### src/rtl/irq_scheduler_if.sv
// Register-bus and CPU-side interrupt signals of irq_scheduler.
interface irq_scheduler_if;
  logic [7:0]  din;
  logic [7:0]  address;
  logic        w_en;
  logic        r_en;
  logic [7:0]  dout;
  logic        interrupt;
  logic [15:0] intVect;
  logic        intAck;

  modport master (
    output din, address, w_en, r_en, intAck,
    input  dout, interrupt, intVect
  );

  modport slave (
    input  din, address, w_en, r_en, intAck,
    output dout, interrupt, intVect
  );
endinterface

### src/rtl/irq_scheduler.sv
// Prioritising 4-source interrupt scheduler with edge latching, in-service tracking and a bus.
// Define IRQ_SCHED_STATS_EN to add per-source saturating ack counters at offsets +8..+11.
module irq_scheduler #(
  parameter logic [7:0]  IRQ_SCHED_ADDRESS = 8'h00,
  parameter int unsigned VECT_SHIFT        = 3
) (
  input  logic           clk,
  input  logic           reset,
  irq_scheduler_if.slave bus,
  input  logic           irq_0,
  input  logic           irq_1,
  input  logic           irq_2,
  input  logic           irq_3
);

  typedef enum logic [1:0] {StIdle, StReq, StAck} state_e;

  state_e      state_q, state_d;
  logic [3:0]  irq, irq_prev_q, irq_rise;
  logic [3:0]  mask_q, mask_d;
  logic [3:0]  pend_q, pend_d;
  logic [3:0]  insrv_q, insrv_d;
  logic [7:0]  vbase_l_q, vbase_l_d;
  logic [7:0]  vbase_h_q, vbase_h_d;
  logic        gie_q, gie_d;
  logic [1:0]  idx_q, idx_d;
  logic [15:0] vect_q, vect_d;
  logic [7:0]  dout_q, dout_d;

  logic [7:0]  offset;
  logic        wr_mask, wr_pend, wr_eoi, wr_vbl, wr_vbh, wr_ctrl;
  logic        ack;
  logic [3:0]  idx_onehot, eoi_bit, blocked, eligible;
  logic [1:0]  win_idx;
  logic [7:0]  stats_rdata;

  assign irq      = {irq_3, irq_2, irq_1, irq_0};
  assign irq_rise = irq & ~irq_prev_q;

  assign offset  = bus.address - IRQ_SCHED_ADDRESS;
  assign wr_mask = bus.w_en && (offset == 8'd0);
  assign wr_pend = bus.w_en && (offset == 8'd1);
  assign wr_eoi  = bus.w_en && (offset == 8'd3);
  assign wr_vbl  = bus.w_en && (offset == 8'd4);
  assign wr_vbh  = bus.w_en && (offset == 8'd5);
  assign wr_ctrl = bus.w_en && (offset == 8'd6);

  assign ack        = bus.intAck && (state_q == StReq);
  assign idx_onehot = 4'b0001 << idx_q;
  // Isolates the lowest set in-service bit.
  assign eoi_bit    = insrv_q & (~insrv_q + 4'd1);

  // A source is blocked by any in-service bit at its own or a higher-priority index.
  assign blocked  = {|insrv_q[3:0], |insrv_q[2:0], |insrv_q[1:0], insrv_q[0]};
  assign eligible = pend_q & ~mask_q & {4{gie_q}} & ~blocked;

  always_comb begin
    win_idx = 2'd0;
    if (eligible[0])      win_idx = 2'd0;
    else if (eligible[1]) win_idx = 2'd1;
    else if (eligible[2]) win_idx = 2'd2;
    else if (eligible[3]) win_idx = 2'd3;
  end

  always_comb begin
    state_d = state_q;
    idx_d   = idx_q;
    vect_d  = vect_q;
    case (state_q)
      StIdle: begin
        if (|eligible) begin
          idx_d   = win_idx;
          vect_d  = {vbase_h_q, vbase_l_q} + (16'(win_idx) << VECT_SHIFT);
          state_d = StReq;
        end
      end
      StReq: begin
        if (ack)                        state_d = StAck;
        else if (wr_ctrl && !bus.din[0]) state_d = StIdle;
      end
      StAck:   state_d = StIdle;
      default: state_d = StIdle;
    endcase
  end

  // New edges win over same-cycle w1c and ack clears.
  always_comb begin
    mask_d    = wr_mask ? bus.din[3:0] : mask_q;
    vbase_l_d = wr_vbl  ? bus.din      : vbase_l_q;
    vbase_h_d = wr_vbh  ? bus.din      : vbase_h_q;
    gie_d     = wr_ctrl ? bus.din[0]   : gie_q;
    pend_d    = (pend_q & ~(wr_pend ? bus.din[3:0] : 4'b0) & ~(ack ? idx_onehot : 4'b0))
              | irq_rise;
    insrv_d   = (insrv_q & ~(wr_eoi ? eoi_bit : 4'b0)) | (ack ? idx_onehot : 4'b0);
  end

`ifdef IRQ_SCHED_STATS_EN
  logic [7:0] cnt_q [4];
  logic [7:0] cnt_d [4];

  always_comb begin
    for (int i = 0; i < 4; i++) begin
      cnt_d[i] = cnt_q[i];
      if (bus.w_en && (offset == 8'(8 + i))) begin
        cnt_d[i] = 8'h00;
      end else if (ack && (idx_q == 2'(i)) && (cnt_q[i] != 8'hFF)) begin
        cnt_d[i] = cnt_q[i] + 8'd1;
      end
    end
  end

  always_ff @(posedge clk) begin
    for (int i = 0; i < 4; i++) begin
      if (reset) cnt_q[i] <= 8'h00;
      else       cnt_q[i] <= cnt_d[i];
    end
  end

  always_comb begin
    stats_rdata = 8'h00;
    case (offset)
      8'd8:    stats_rdata = cnt_q[0];
      8'd9:    stats_rdata = cnt_q[1];
      8'd10:   stats_rdata = cnt_q[2];
      8'd11:   stats_rdata = cnt_q[3];
      default: stats_rdata = 8'h00;
    endcase
  end
`else
  assign stats_rdata = 8'h00;
`endif

  always_comb begin
    dout_d = 8'h00;
    if (bus.r_en) begin
      case (offset)
        8'd0:                    dout_d = {4'b0, mask_q};
        8'd1:                    dout_d = {4'b0, pend_q};
        8'd2:                    dout_d = {4'b0, insrv_q};
        8'd4:                    dout_d = vbase_l_q;
        8'd5:                    dout_d = vbase_h_q;
        8'd6:                    dout_d = {7'b0, gie_q};
        8'd8, 8'd9, 8'd10, 8'd11: dout_d = stats_rdata;
        default:                 dout_d = 8'h00;
      endcase
    end
  end

  always_ff @(posedge clk) begin
    if (reset) begin
      state_q    <= StIdle;
      irq_prev_q <= 4'b0;
      mask_q     <= 4'b0;
      pend_q     <= 4'b0;
      insrv_q    <= 4'b0;
      vbase_l_q  <= 8'h00;
      vbase_h_q  <= 8'h00;
      gie_q      <= 1'b0;
      idx_q      <= 2'd0;
      vect_q     <= 16'h0000;
      dout_q     <= 8'h00;
    end else begin
      state_q    <= state_d;
      irq_prev_q <= irq;
      mask_q     <= mask_d;
      pend_q     <= pend_d;
      insrv_q    <= insrv_d;
      vbase_l_q  <= vbase_l_d;
      vbase_h_q  <= vbase_h_d;
      gie_q      <= gie_d;
      idx_q      <= idx_d;
      vect_q     <= vect_d;
      dout_q     <= dout_d;
    end
  end

  assign bus.dout      = dout_q;
  assign bus.interrupt = (state_q == StReq);
  assign bus.intVect   = vect_q;

endmodule

### src/flat_wrapper.sv
// flat-port wrapper written by rule: the top's interface ports become plain ports
module irq_scheduler_flat 
#(
  parameter logic [7:0]  IRQ_SCHED_ADDRESS = 8'h00,
  parameter int unsigned VECT_SHIFT        = 3
)
  (clk, reset, irq_0, irq_1, irq_2, irq_3, bus_din, bus_address, bus_w_en, bus_r_en, bus_intAck, bus_dout, bus_interrupt, bus_intVect);
  irq_scheduler_if bus_i ();
  input  logic clk;
  input  logic reset;
  input  logic irq_0;
  input  logic irq_1;
  input  logic irq_2;
  input  logic irq_3;
  input wire logic [$bits(bus_i.din)-1:0] bus_din;
  input wire logic [$bits(bus_i.address)-1:0] bus_address;
  input wire logic [$bits(bus_i.w_en)-1:0] bus_w_en;
  input wire logic [$bits(bus_i.r_en)-1:0] bus_r_en;
  input wire logic [$bits(bus_i.intAck)-1:0] bus_intAck;
  output wire logic [$bits(bus_i.dout)-1:0] bus_dout;
  output wire logic [$bits(bus_i.interrupt)-1:0] bus_interrupt;
  output wire logic [$bits(bus_i.intVect)-1:0] bus_intVect;
  assign bus_i.din = bus_din;
  assign bus_i.address = bus_address;
  assign bus_i.w_en = bus_w_en;
  assign bus_i.r_en = bus_r_en;
  assign bus_i.intAck = bus_intAck;
  assign bus_dout = bus_i.dout;
  assign bus_interrupt = bus_i.interrupt;
  assign bus_intVect = bus_i.intVect;
  irq_scheduler #(.IRQ_SCHED_ADDRESS(IRQ_SCHED_ADDRESS), .VECT_SHIFT(VECT_SHIFT)) u_core (.clk(clk), .reset(reset), .bus(bus_i), .irq_0(irq_0), .irq_1(irq_1), .irq_2(irq_2), .irq_3(irq_3));
endmodule
### config.mk
export PLATFORM = sky130hd
export DESIGN_NAME = irq_scheduler_flat
export DESIGN_NICKNAME = d
export VERILOG_FILES = /design/src/rtl/irq_scheduler_if.sv /design/src/rtl/irq_scheduler.sv /design/src/flat_wrapper.sv
export SDC_FILE = /design/constraint.sdc
export NUM_CORES = 1
export LEC_CHECK = 0
export BUFFER_PORTS_ARGS = -buffer_cell sky130_fd_sc_hd__buf_4
export CORE_MARGIN = 2
export CORE_UTILIZATION = 55
export DETAILED_ROUTE_END_ITERATION = 6
export GPL_ROUTABILITY_DRIVEN = 0
export GPL_TIMING_DRIVEN = 0
export PLACE_DENSITY_LB_ADDON = 0.25
export SYNTH_ARGS = -nofsm -noshare
export SYNTH_HDL_FRONTEND = slang
export SYNTH_SLANG_ARGS = --single-unit
### constraint.sdc
create_clock -name clk -period 4.8 [get_ports clk]
set_input_delay 0.24 -clock clk [delete_from_list [all_inputs] [get_ports clk]]
set_output_delay 0.24 -clock clk [all_outputs]
set_load 0.02 [all_outputs]
Word-level counts from Yosys, hierarchy flattened. Index checks and enable logic that the tools add are counted.

Input port bits: 25. Word-level logic and storage cells: 71. Flip-flop bits (word level): 61. Output and inout port bits: 25.

Equality and inequality tests: 9. Shifts and indexed selects: 1. Reductions and logical operators: 18. Bitwise operators: 18. Mux-type cells: 12. $add $sub $neg: 2.

Operators by type and width (number): $pmux 8 s6 (1); $and 4x4->4 (8); $not 4->4 (7); $eq 8x3->1 const B (3); $add 16x5->16 (1); $eq 8x2->1 const B (2); $mux 2 (7); $mux 4 (3); $eq 8x1->1 const B (1); $logic_and 1x1->1 (8); $logic_not 8->1 (1); $or 4x4->4 (2); $reduce_or 4->1 (2); $add 4x1->4 const B (1); $pmux 2 s2 (1); $reduce_and 2->1 (2); $reduce_or 2->1 (2); $shl 1x2->4 const A (1); $ne 3x1->1 const B (1); $reduce_or 3->1 (1); $eq 2x1->1 const B (1); $logic_not 2->1 (1); $ne 2x1->1 const B (1); $logic_not 1->1 (1); $not 1->1 (1).

Depth between registers and ports, before layout.
Depth after elaboration: 9. Mapped depth: 10. Gate-level depth less buffers: 10.

Worst setup path before layout. No wires, ideal clock.

Kind: register to register. Start: register u_core.insrv_q[0]. End: register u_core.vect_q[14] (netlist: u_core.bus.intVect[14]). Buffers on the path: 2. Period minus slack after synthesis: 2.504 ns. Path slack: 2.296 ns. Library setup time: 0.103 ns. Arrival time: 2.400 ns. Cell stages (with the launch flop): 10. Path through: dfxtp_1 buf_2 o41ai_1 buf_2 nor2_1 ha_1 a21oi_1 nor4_1 xnor2_1 a2111oi_2.

Cells in the longest elaborated chain, start to end: 8. Elaborated cells between the ends (all ways): 12.

RTL lines: from (decl) (line irq_scheduler.sv:22) `logic [3:0] insrv_q, insrv_d;`; from (signal assigned) (line irq_scheduler.sv:167) `insrv_q <= insrv_d;`; $reduce_or 4->1 (line irq_scheduler.sv:54) `assign blocked = {|insrv_q[3:0], |insrv_q[2:0], |insrv_q[1:0], insrv_q[0]};`; $not 4->4 * (line irq_scheduler.sv:55) `assign eligible = pend_q & ~mask_q & {4{gie_q}} & ~blocked;`; $and 4x4->4 * (line irq_scheduler.sv:55); $mux 2 (line irq_scheduler.sv:62) `else if (eligible[3]) win_idx = 2'd3;`; $mux 2 (line irq_scheduler.sv:61) `else if (eligible[2]) win_idx = 2'd2;`; $mux 2 (line irq_scheduler.sv:60) `else if (eligible[1]) win_idx = 2'd1;`; $mux 2 * (line irq_scheduler.sv:59) `if (eligible[0]) win_idx = 2'd0;`; via u_core.win_idx[1] (line irq_scheduler.sv:34) `logic [1:0] win_idx;`; $add 16x5->16 * (line irq_scheduler.sv:73) `vect_d = {vbase_h_q, vbase_l_q} + (16'(win_idx) << VECT_SHIFT);`; to (signal assigned) (line irq_scheduler.sv:172) `vect_q <= vect_d;`; to (decl) (line irq_scheduler.sv:27) `logic [15:0] vect_q, vect_d;`.

The timed path passes the listed nets; every way through them passes the cells marked *. A chain may end at the register's enable or synchronous reset.

Worst setup path in the final report.
Start: register u_core.insrv_q[0]. End: register u_core.vect_q[10] (netlist: u_core.bus.intVect[10]).

The elaborated chain is that of the path after synthesis.

==> results.toml <==
[global_route]
grt_usage = 0.266
antenna_found_initial = 0
grt-ovfl-total = 0
grt_pass1_wl_mm = 12.3
grt_pass1_vias = 2518
grt_max_degree = 11

[setup_path]
cp.arrival_ns = 3.31
cp.required_ns = 5.02
endpoint = "u_core.bus.intVect[10]"
r2r.worst_path.cells = 9
r2r-start = "u_core.insrv_q[0]"
worstSetupStartpoint = "u_core.insrv_q[0]"
cp_max_fo = 10
reg2reg_slack_ns = 1.71
crit_path_end_kind = "register"
r2r-end = "u_core.bus.intVect[10]"
critical_path_class = "register to register"
start_kind = "register"

[layout]
diodes = 0
synthToLayoutAreaGrowth_pct = 23.6
stdcell_count = 451
fin_nets = 404
drive_above_1_share = 0.205
seq_area_sq_um = 1220
multi_input_area_sq_um = 1600
fill_cells = 416

[clocking]
clk_pin_slew_ns = 0.07
cts_hold_buf = 0
cts_buffer_depth = 2
cts_setup_buffers = 0
cts_resized = 0
clock_latency_ns = 0.35
cts_buffers = 9
cts_tree = "done"
clock-sinks = 61
cts_root_buf = "clkbuf_8"
h-tree-depth = 3

[sta]
finalSetupViolations = 0
rsz0062_at_grt = "false"
hold_viol = 0
worstMarginPinSlew_ns = 0.725
final.min_clock_period_ns = 3.09
finClkSkew_ns = 0.0104
drv_slew = 0
postLayoutSetupSlackWorst_ns = 1.71
hold_ws_ns = 0.0970
relSlewSlack = 0.510
max_freq_ghz = 0.324
post-route-period-util = 0.643
fin_setup_tns_ns = 0

[yosys]
async_flop_share = 0
synth_top_area_share = 0.414
synth_area_per_cell_sq_um = 9.34
synth_top_area_cell = "dfxtp_1"
netlist_instances = 316
yosysMostFrequentCell = "dfxtp_1"
ys_types = 53
synth-edff-count = 0
synthTopCellsByArea = "dfxtp_1 (41%), mux2i_1 (13%), nor2_1 (4.3%)"
netlist_area_sq_um = 2950
ys_warn_count = 0
ys_seq_elements = 61
synth_fp_nets = 344
ys_top_cells_by_count = "dfxtp_1 (61), mux2i_1 (38), nor2_1 (34)"
synthFlopType = "dfxtp_1"
ys_seq_area_frac = 0.414

[floorplan]
start_util = 0.574
row_count = 26
die_area_sq_um = 5970
core_sq_um = 5140
die_h_um = 77.3
ios = 50
die_w_um = 77.3

[route]
drtAntennaViolNets = 0
wl_per_cell_um = 16.5
drt-pass1-iter-count = 4
initialDrtViolationCount = 168
drc = 0
wl_mm = 7.44
vias = 2615
avgViaCountPerCell = 5.80

[place]
dp.cells = 435
portBuffers = 49
hpwlAfterDp_mm = 5.29
dp_slack_ns = 1.75

[worst_hold_path]
worstHoldPathType = "primary input to register"
min_path_cells = 2

[power_and_ir_drop]
powerDensity_nw_per_um2 = 312
leakage_nw = 1.67
ir_worst_vdd_uv = 200

[flow_run]
drv_cap = 0

[outcome]
status = "finished, final reports clean"
per-layer routing:
metal  part of all wire  vias to the layer above  track usage
met5                  0                        -            0
met4              0.022                        0        0.123
met3              0.073                       17       0.0729
met2               0.44                       93        0.409
met1               0.46                     1234        0.347
li1                   -                     1271            -
cell type report:
cell class | count | area share
Multi-Input combinational cell | 228 | 0.439
Sequential cell | 61 | 0.335
Timing Repair Buffer | 49 | 0.101
Clock buffer | 12 | 0.0398
Buffer | 18 | 0.0264
Clock inverter | 4 | 0.0261
Tap cell | 70 | 0.0240
Inverter | 9 | 0.00926
cell usage in the layout, fill, tap and decap left out, types with 4 or more instances in the layout:
cell,Yosys,routed
nor2b_1,8,8
nand2_1,29,29
o21ai_0,8,8
dfxtp_1,61,61
o211ai_1,5,5
nor4_1,5,5
buf_4,1,50
nand2b_1,6,6
clkbuf_8,0,10
o211a_1,7,7
buf_2,4,4
nor3_1,5,5
mux2i_1,38,38
clkbuf_1,10,12
xnor2_1,6,6
nand4_1,5,5
nor2_1,34,34
inv_1,7,7
and3b_1,4,4
or3_1,4,4
nand3_1,6,6
o2111ai_1,4,4
a21oi_1,8,8
sequential cells by signal, summed over array words and instances (netlist names):
name and cells:
u_core.state_q 2, u_core.gie_q 1, u_core.idx_q 2, u_core.insrv_q 4
u_core.bus.dout 8, u_core.pend_q 4, u_core.bus.intVect 16, u_core.vbase_l_q 8
u_core.irq_prev_q 4, u_core.vbase_h_q 8, u_core.mask_q 4
per-stage QoR:
step | utilization | total power, W | area (sq um)
floorplan | - | 0.000559 | 2950
global route | 0.710 | 0.00117 | 3650
global placement | 0.663 | 0.000589 | 3410
finish | 0.710 | 0.00114 | 3650
detailed placement | 0.663 | 0.000590 | 3410
CTS | 0.710 | 0.00114 | 3650
critical path, cell delays in order, from the launching register on:
cell and delay, ns:
dfxtp_1 0.31, buf_2 0.18, o41ai_1 0.66, buf_2 0.35
nor2_1 0.11, ha_1 0.30, a21oi_1 0.39, nor3_1 0.14
xnor2_1 0.14, a2111oi_0 0.39
logic make-up (layout without fill, tap and decap cells):
kind of cell,count (synthesis),in the layout,synth area share
flip-flops,61,61,0.414
AND/OR/NAND/NOR,124,124,0.229
AO/OA/AOI/OAI,56,56,0.149
multiplexers,38,38,0.129
buffers and inverters,27,92,0.0441
adder cells (fa/ha/maj),3,3,0.0153
XOR/XNOR,7,7,0.0208
worst min-delay path by stage:
stage,from,end
2_1_floorplan,reset,u_core.irq_prev_q[1]
3_3_place_gp,u_core.irq_prev_q[0],u_core.pend_q[0]
3_5_place_dp,u_core.irq_prev_q[0],u_core.pend_q[0]
4_1_cts,reset,u_core.irq_prev_q[1]
5_1_grt,reset,u_core.irq_prev_q[2]
6_report,reset,u_core.irq_prev_q[1]
where the power goes:
group | total, W | internal [W] | switching, W
Combinational | 0.0000640 | 0.0000293 | 0.0000348
Sequential | 0.000516 | 0.000512 | 0.00000459
Clock | 0.000558 | 0.000359 | 0.000199
Total | 0.00114 | 0.000900 | 0.000239
Note: power is estimated with default switching activity, not from simulation.
